[src/rtl/venera_core_p_if.sv]
// venera_core_p_if: instruction and data memory handshake bundle for the venera core
interface venera_core_p_if #(
    parameter int DATA_W = 16,
    parameter int ADDR_W = 8
);
    logic              instr_req;
    logic [ADDR_W-1:0] instr_addr;
    logic              instr_ack;
    logic [ADDR_W+3:0] instr_data;
    logic              data_rd;
    logic              data_wr;
    logic [ADDR_W-1:0] data_addr;
    logic [DATA_W-1:0] data_wdata;
    logic              data_ack;
    logic [DATA_W-1:0] data_rdata;
    modport master (
        output instr_req, instr_addr, data_rd, data_wr, data_addr, data_wdata,
        input  instr_ack, instr_data, data_ack, data_rdata
    );
    modport slave (
        input  instr_req, instr_addr, data_rd, data_wr, data_addr, data_wdata,
        output instr_ack, instr_data, data_ack, data_rdata
    );
endinterface

[src/rtl/venera_core_p.sv]
// venera_core_p: multi-cycle accumulator core with Z/C flags and stalling ready/ack memories
module venera_core_p #(
    parameter int DATA_W   = 16,
    parameter int ADDR_W   = 8,
    parameter int RESET_PC = 0
) (
    input  logic               clk,
    input  logic               areset,
    venera_core_p_if.master    bus,
    output logic [DATA_W-1:0]  acc,
    output logic               flag_z,
    output logic               flag_c,
    output logic               halted
);
    typedef enum logic [2:0] {START, FETCH, EXEC, MEM, HALT} state_t;
    state_t            state_q, state_d;
    logic [ADDR_W-1:0] pc_q, pc_d;
    logic [DATA_W-1:0] acc_q, acc_d;
    logic              z_q, z_d, c_q, c_d;
    logic [ADDR_W+3:0] ir_q, ir_d;
    logic              instr_req_q, instr_req_d;
    logic              data_rd_q, data_rd_d;
    logic              data_wr_q, data_wr_d;
    logic              halted_q, halted_d;
    logic [3:0]        op;
    logic [ADDR_W-1:0] opnd;
    logic [DATA_W-1:0] src, res;
    logic [DATA_W:0]   sum, diff;
    logic              res_c, writes_acc, is_mem, taken, done;

    assign op         = ir_q[ADDR_W+3:ADDR_W];
    assign opnd       = ir_q[ADDR_W-1:0];
    assign src        = (state_q == MEM) ? bus.data_rdata : DATA_W'(opnd);
    assign sum        = {1'b0, acc_q} + {1'b0, src};
    assign diff       = {1'b0, acc_q} - {1'b0, src};
    assign is_mem     = (op >= 4'h1) && (op <= 4'h7);
    assign writes_acc = (is_mem && op != 4'h2) || op == 4'h8 || op == 4'hC || op == 4'hD;
    assign taken      = op == 4'h9 || (op == 4'hA && z_q) || (op == 4'hB && c_q);
    assign done       = (state_q == EXEC && !is_mem && op != 4'hF) || (state_q == MEM && bus.data_ack);

    assign bus.instr_req  = instr_req_q;
    assign bus.instr_addr = instr_req_q ? pc_q : '0;
    assign bus.data_rd    = data_rd_q;
    assign bus.data_wr    = data_wr_q;
    assign bus.data_addr  = (data_rd_q || data_wr_q) ? opnd : '0;
    assign bus.data_wdata = acc_q;
    assign acc            = acc_q;
    assign flag_z         = z_q;
    assign flag_c         = c_q;
    assign halted         = halted_q;

    // ALU: new accumulator value and carry for the current opcode (borrow lands in diff's top bit)
    always_comb begin
        res   = acc_q;
        res_c = 1'b0;
        case (op)
            4'h1, 4'h8: res = src;
            4'h3:       {res_c, res} = sum;
            4'h4:       {res_c, res} = diff;
            4'h5:       res = acc_q & src;
            4'h6:       res = acc_q | src;
            4'h7:       res = acc_q ^ src;
            4'hC:       {res_c, res} = {acc_q, 1'b0};
            4'hD:       {res, res_c} = {1'b0, acc_q};
            default:    ;
        endcase
    end

    // Sequencer: fetch/exec/mem stepping, requests held until acked, retirement updates PC and flags
    always_comb begin
        state_d     = state_q;
        pc_d        = pc_q;
        acc_d       = acc_q;
        z_d         = z_q;
        c_d         = c_q;
        ir_d        = ir_q;
        instr_req_d = 1'b0;
        data_rd_d   = 1'b0;
        data_wr_d   = 1'b0;
        halted_d    = halted_q;
        case (state_q)
            START: begin
                state_d     = FETCH;
                instr_req_d = 1'b1;
            end
            FETCH: begin
                if (bus.instr_ack) begin
                    ir_d    = bus.instr_data;
                    state_d = EXEC;
                end else
                    instr_req_d = 1'b1;
            end
            EXEC: begin
                if (is_mem) begin
                    state_d   = MEM;
                    data_rd_d = op != 4'h2;
                    data_wr_d = op == 4'h2;
                end else if (op == 4'hF) begin
                    state_d  = HALT;
                    halted_d = 1'b1;
                end
            end
            MEM: begin
                if (!bus.data_ack) begin
                    data_rd_d = data_rd_q;
                    data_wr_d = data_wr_q;
                end
            end
            default: ;
        endcase
        if (done) begin
            state_d     = FETCH;
            instr_req_d = 1'b1;
            pc_d        = taken ? opnd : pc_q + ADDR_W'(1);
            if (writes_acc) begin
                acc_d = res;
                c_d   = res_c;
                z_d   = res == '0;
            end
        end
    end

    // State and registered outputs; reset drops any outstanding request immediately
    always_ff @(posedge clk or posedge areset) begin
        if (areset) begin
            state_q     <= START;
            pc_q        <= ADDR_W'(RESET_PC);
            acc_q       <= '0;
            z_q         <= 1'b0;
            c_q         <= 1'b0;
            ir_q        <= '0;
            instr_req_q <= 1'b0;
            data_rd_q   <= 1'b0;
            data_wr_q   <= 1'b0;
            halted_q    <= 1'b0;
        end else begin
            state_q     <= state_d;
            pc_q        <= pc_d;
            acc_q       <= acc_d;
            z_q         <= z_d;
            c_q         <= c_d;
            ir_q        <= ir_d;
            instr_req_q <= instr_req_d;
            data_rd_q   <= data_rd_d;
            data_wr_q   <= data_wr_d;
            halted_q    <= halted_d;
        end
    end
endmodule
[src/flat_wrapper.sv]
// flat-port wrapper written by rule: the top's interface ports become plain ports
module venera_core_p_flat 
#(
    parameter int DATA_W   = 16,
    parameter int ADDR_W   = 8,
    parameter int RESET_PC = 0
)
  (clk, areset, acc, flag_z, flag_c, halted, bus_instr_req, bus_instr_addr, bus_data_rd, bus_data_wr, bus_data_addr, bus_data_wdata, bus_instr_ack, bus_instr_data, bus_data_ack, bus_data_rdata);
  venera_core_p_if #(.DATA_W(DATA_W), .ADDR_W(ADDR_W)) bus_i ();
  input  logic clk;
  input  logic areset;
  output logic [DATA_W-1:0] acc;
  output logic flag_z;
  output logic flag_c;
  output logic halted;
  output wire logic [$bits(bus_i.instr_req)-1:0] bus_instr_req;
  output wire logic [$bits(bus_i.instr_addr)-1:0] bus_instr_addr;
  output wire logic [$bits(bus_i.data_rd)-1:0] bus_data_rd;
  output wire logic [$bits(bus_i.data_wr)-1:0] bus_data_wr;
  output wire logic [$bits(bus_i.data_addr)-1:0] bus_data_addr;
  output wire logic [$bits(bus_i.data_wdata)-1:0] bus_data_wdata;
  input wire logic [$bits(bus_i.instr_ack)-1:0] bus_instr_ack;
  input wire logic [$bits(bus_i.instr_data)-1:0] bus_instr_data;
  input wire logic [$bits(bus_i.data_ack)-1:0] bus_data_ack;
  input wire logic [$bits(bus_i.data_rdata)-1:0] bus_data_rdata;
  assign bus_instr_req = bus_i.instr_req;
  assign bus_instr_addr = bus_i.instr_addr;
  assign bus_data_rd = bus_i.data_rd;
  assign bus_data_wr = bus_i.data_wr;
  assign bus_data_addr = bus_i.data_addr;
  assign bus_data_wdata = bus_i.data_wdata;
  assign bus_i.instr_ack = bus_instr_ack;
  assign bus_i.instr_data = bus_instr_data;
  assign bus_i.data_ack = bus_data_ack;
  assign bus_i.data_rdata = bus_data_rdata;
  venera_core_p #(.DATA_W(DATA_W), .ADDR_W(ADDR_W), .RESET_PC(RESET_PC)) u_core (.clk(clk), .areset(areset), .bus(bus_i), .acc(acc), .flag_z(flag_z), .flag_c(flag_c), .halted(halted));
endmodule
[config.mk]
export PLATFORM = sky130hd
export DESIGN_NAME = venera_core_p_flat
export DESIGN_NICKNAME = d
export VERILOG_FILES = /design/src/rtl/venera_core_p_if.sv /design/src/rtl/venera_core_p.sv /design/src/flat_wrapper.sv
export SDC_FILE = /design/constraint.sdc
export NUM_CORES = 1
export LEC_CHECK = 0
export ABC_AREA = 1
export ABC_CLOCK_PERIOD_IN_PS = 3420
export CAP_MARGIN = 20
export CORE_UTILIZATION = 50
export CTS_BUF_LIST = sky130_fd_sc_hd__clkbuf_2
export DETAILED_ROUTE_END_ITERATION = 6
export HOLD_SLACK_MARGIN = 0.02
export PLACE_DENSITY = 0.74
export SYNTH_ARGS = -nofsm -noshare
export SYNTH_HDL_FRONTEND = slang
export SYNTH_SLANG_ARGS = --single-unit
[constraint.sdc]
create_clock -name clk -period 3.42 [get_ports clk]
set_input_delay 0.513 -clock clk [delete_from_list [all_inputs] [get_ports clk]]
set_output_delay 0.513 -clock clk [all_outputs]
set_load 0.005 [all_outputs]
==> flow_summary_export.csv <==
group,metric,value,unit
place,place.gp.congestion,0.973,
yosys,syn_area,5840,um^2
clock_tree,cts_tree,"done",
yosys,syn_nets,1091,
clock_tree,clkTransAtPathRegs,0.25,ns
die,core_area,11400,um^2
die,die_w,110,um
route,vias,6502,
place,numPlacedInstances,1206,
yosys,avgSynthCellArea,5.84,um^2
yosys,yosys_warnings,0,
clock_tree,cts_inserted_buffers,5,
clock_tree,clockRootBuffer,"clkbuf_2",
finish,layout-drive-gt1-share,0.0550,
route,wire_per_inst,16.1,um
pwr,leakage,3.67,nW
timing,holdWs,0.253,ns
yosys,ys_ff_latch,45,
timing,tightest_slew,0.859,ns
place,hpwlAfterDp,15400,um
setup_path,cp_max_fo,10,
setup_path,end_kind,"flip-flop",
yosys,synth_edf_count,0,
clock_tree,clock_latency,0.46,ns
setup_path,reg2reg_from,"u_core.state_q[2]$_DFFE_PP0P_",
yosys,yosys_most_used_dff,"dfrtp_1",
global_route,grt_pass1_vias,6005,
place,portBuffers,85,
timing,fin_ws,0.211,ns
yosys,async_flop_share,1.00,
route,drc,0,
pwr,ir_worst_vdd,0.228,mV
die,die-height,110,um
yosys,synth_cell_types,39,
timing,hold_viol,0,
yosys,synth_cells,1001,
pwr,p_sw_frac,0.232,
yosys,yosys.area.top_type_share,0.204,
finish,syn_to_final_growth,17.3,%
place,pre_cts_ws,0.136,ns
pwr,combPwrFrac,0.058,
finish,n_antenna_cell,0,
finish,ff_latch_area,1130,um^2
die,rows,39,
route,drtIter0Drc,602,
pwr,p_sw,209,uW
clock_tree,htree_levels,2,
route,dr.pass1.iters,5,
timing,fin_crit,3.21,ns
timing,final.setup_skew,0.0165,ns
timing,setup_viol,0,
finish,num-fill-cells,1184,
global_route,grt_first_pass_wirelength,30300,um
timing,fmax,0.312,GHz
clock_tree,clock-sinks,45,
timing,fin_crit_sh,0.938,
timing,fin_setup_tns,0,ns
route,vias_per_cell,5.35,
setup_path,crit_required,3.85,ns
global_route,grt_usage,0.333,
yosys,yosys-top-cells-area,"nand2_1, dfrtp_1, ha_1, inv_1, nand3_1",
global_route,grt_remaining_overflow,0,
pwr,sequentialPowerShare,0.592,
finish,finalNetCount,1162,
pwr,clkPwrFrac,0.350,
run_status,outcome,"finished clean",
setup_path,setup.worst_path.start_class,"flip-flop",
pwr,power_density,132,nW/um^2
route,routed_wirelength,19500,um
run,drv_cap,0,
timing,relSlewSlack,0.427,
place,placed_area,6740,um^2
finish,multiInputGateArea,3800,um^2
timing,slew_violations,0,
finish,design_area,6850,um^2
die,dieArea,12100,um^2
pwr,p_int,692,uW
setup_path,startpoint,"u_core.state_q[2]$_DFFE_PP0P_",
setup_path,cp.arrival,3.64,ns
die,ios,86,
setup_path,criticalPathCategory,"flip-flop to flip-flop",
global_route,antenna_found_initial,0,
yosys,synth_area_leader_cell,"nand2_1",
route,ant_nets,0,
clock_tree,clk_path_buf_depth,2,
yosys,seq_area_frac_synth,0.193,
die,start_util,0.512,
finish,instances_no_fill,1216,
min_path,hold_path_class,"primary input to async pin",
global_route,grt_start_max_net_pins,46,
[cell usage in the layout, fill, tap and decap left out, drive strengths merged, types with 4 or more instances in the layout]
cell type,instances
nand4,13
clkbuf,6
nor2,107
o22ai,12
nand3,92
dfrtp,45
a22oi,7
nor3,12
o21bai,4
clkdlybuf4s50,85
a21oi,38
inv,170
nand2,321
o21ai,58
ha,56
buf,23
[per-layer routing]
layer	vias to the layer above	wire [um]	global-route usage
li1	3257	-	-
met1	2890	8240	0.435
met2	323	8850	0.553
met3	32	1980	0.0688
met4	0	457	0.102
met5	-	0	0
[stage by stage]
| stage | utilization | total power [mW] |
|---|---|---|
| after CTS | 0.596 | 0.904 |
| after detailed placement | 0.590 | 0.592 |
| after floorplan | - | 0.552 |
| after global routing | 0.600 | 0.932 |
| after global placement | 0.590 | 0.591 |
| final | 0.600 | 0.901 |
[path summary, 6_finish.rpt]
| check | endpoint | slack, ns | cells past startpoint |
|---|---|---|---|
| max reg2reg | u_core.flag_c$_DFFE_PP0P_ | 0.21 | 19 |
| min | u_core.acc[13]$_DFFE_PP0P_ | 0.25 | 2 |
| max | u_core.flag_c$_DFFE_PP0P_ | 0.21 | 19 |
| min in group clk | u_core.halted$_DFFE_PP0P_ | 0.51 | 2 |
| min reg2reg | u_core.halted$_DFFE_PP0P_ | 0.51 | 2 |
| max in group asynchronous | u_core.acc[4]$_DFFE_PP0P_ | 2.68 | 3 |
[Yosys cell counts, types with 2 or more instances]
library cell,instances
a21oi_1,37
a22oi_1,6
a31oi_1,2
and2_1,3
buf_2,16
buf_4,20
buf_6,4
clkbuf_1,4
clkinv_1,2
dfrtp_1,45
fa_1,2
ha_1,56
inv_1,164
inv_2,5
nand2_1,318
nand2_2,3
nand3_1,90
nand3b_1,2
nand4_1,13
nor2_1,102
nor2_2,5
nor3_1,11
o211ai_1,3
o21ai_0,51
o21ai_1,7
o21bai_1,4
o22ai_1,12
or2_2,2
xor2_1,2
[power by group through the flow]
stage / Combinational (mW) / Clock, mW / Sequential, mW
after CTS: 0.0497 / 0.320 / 0.533
after global routing: 0.0574 / 0.341 / 0.534
after global placement: 0.0492 / 0 / 0.542
after detailed placement: 0.0497 / 0 / 0.542
final: 0.0523 / 0.315 / 0.533
after floorplan: 0.00996 / 0 / 0.542
[state kept, by name, summed over array words and instances, names as in the netlist]
register,cells
u_core.bus.data_rd,1
u_core.ir_q,12
u_core.bus.data_wr,1
u_core.pc_q,8
u_core.flag_z,1
u_core.halted,1
u_core.state_q,3
u_core.flag_c,1
u_core.acc,16
u_core.bus.instr_req,1
[worst max-delay path, stage by stage, from the launching register on]
cell,delay [ns]
dfrtp_1,0.45
inv_1,0.10
nand3_1,0.12
buf_4,0.20
buf_4,0.20
nor2_1,0.15
inv_1,0.12
ha_1,0.31
inv_1,0.10
buf_4,0.15
nand2_1,0.07
nor3_1,0.32
nand3_1,0.23
nand2_1,0.12
nand2_1,0.08
a21oi_1,0.17
o21ai_0,0.10
nand3b_1,0.10
nand2_1,0.06
nand2_1,0.07
[timing repair]
| item | 4_1_cts | 5_1_grt |
|---|---|---|
| setup buffers | 0 | 1 |
| hold buffers | 0 | 0 |
| endpoints found under the setup margin | 0 | 7 |
| gates resized for setup | 0 | 10 |
[area by class of cell]
cell class                      count  share of cell area
Clock buffer                        6             0.00438
Clock inverter                      2             0.00493
Inverter                          172              0.0946
Multi-Input combinational cell    740               0.554
Sequential cell                    45               0.164
Tap cell                          143              0.0261
Timing Repair Buffer              108               0.151
[cell families (layout without fill, tap and decap cells)]
kind of cell / after synthesis / count (layout) / share of synthesized area
and+or+nand+nor: 552 / 552 / 0.393
buffers and inverters: 216 / 288 / 0.161
AOI/OAI and AO/OA: 127 / 127 / 0.122
adders and majority gates: 58 / 58 / 0.127
DFF: 45 / 45 / 0.193
xor gates and xnor gates: 3 / 3 / 0.00450
Power figures use the tool's default switching activity.
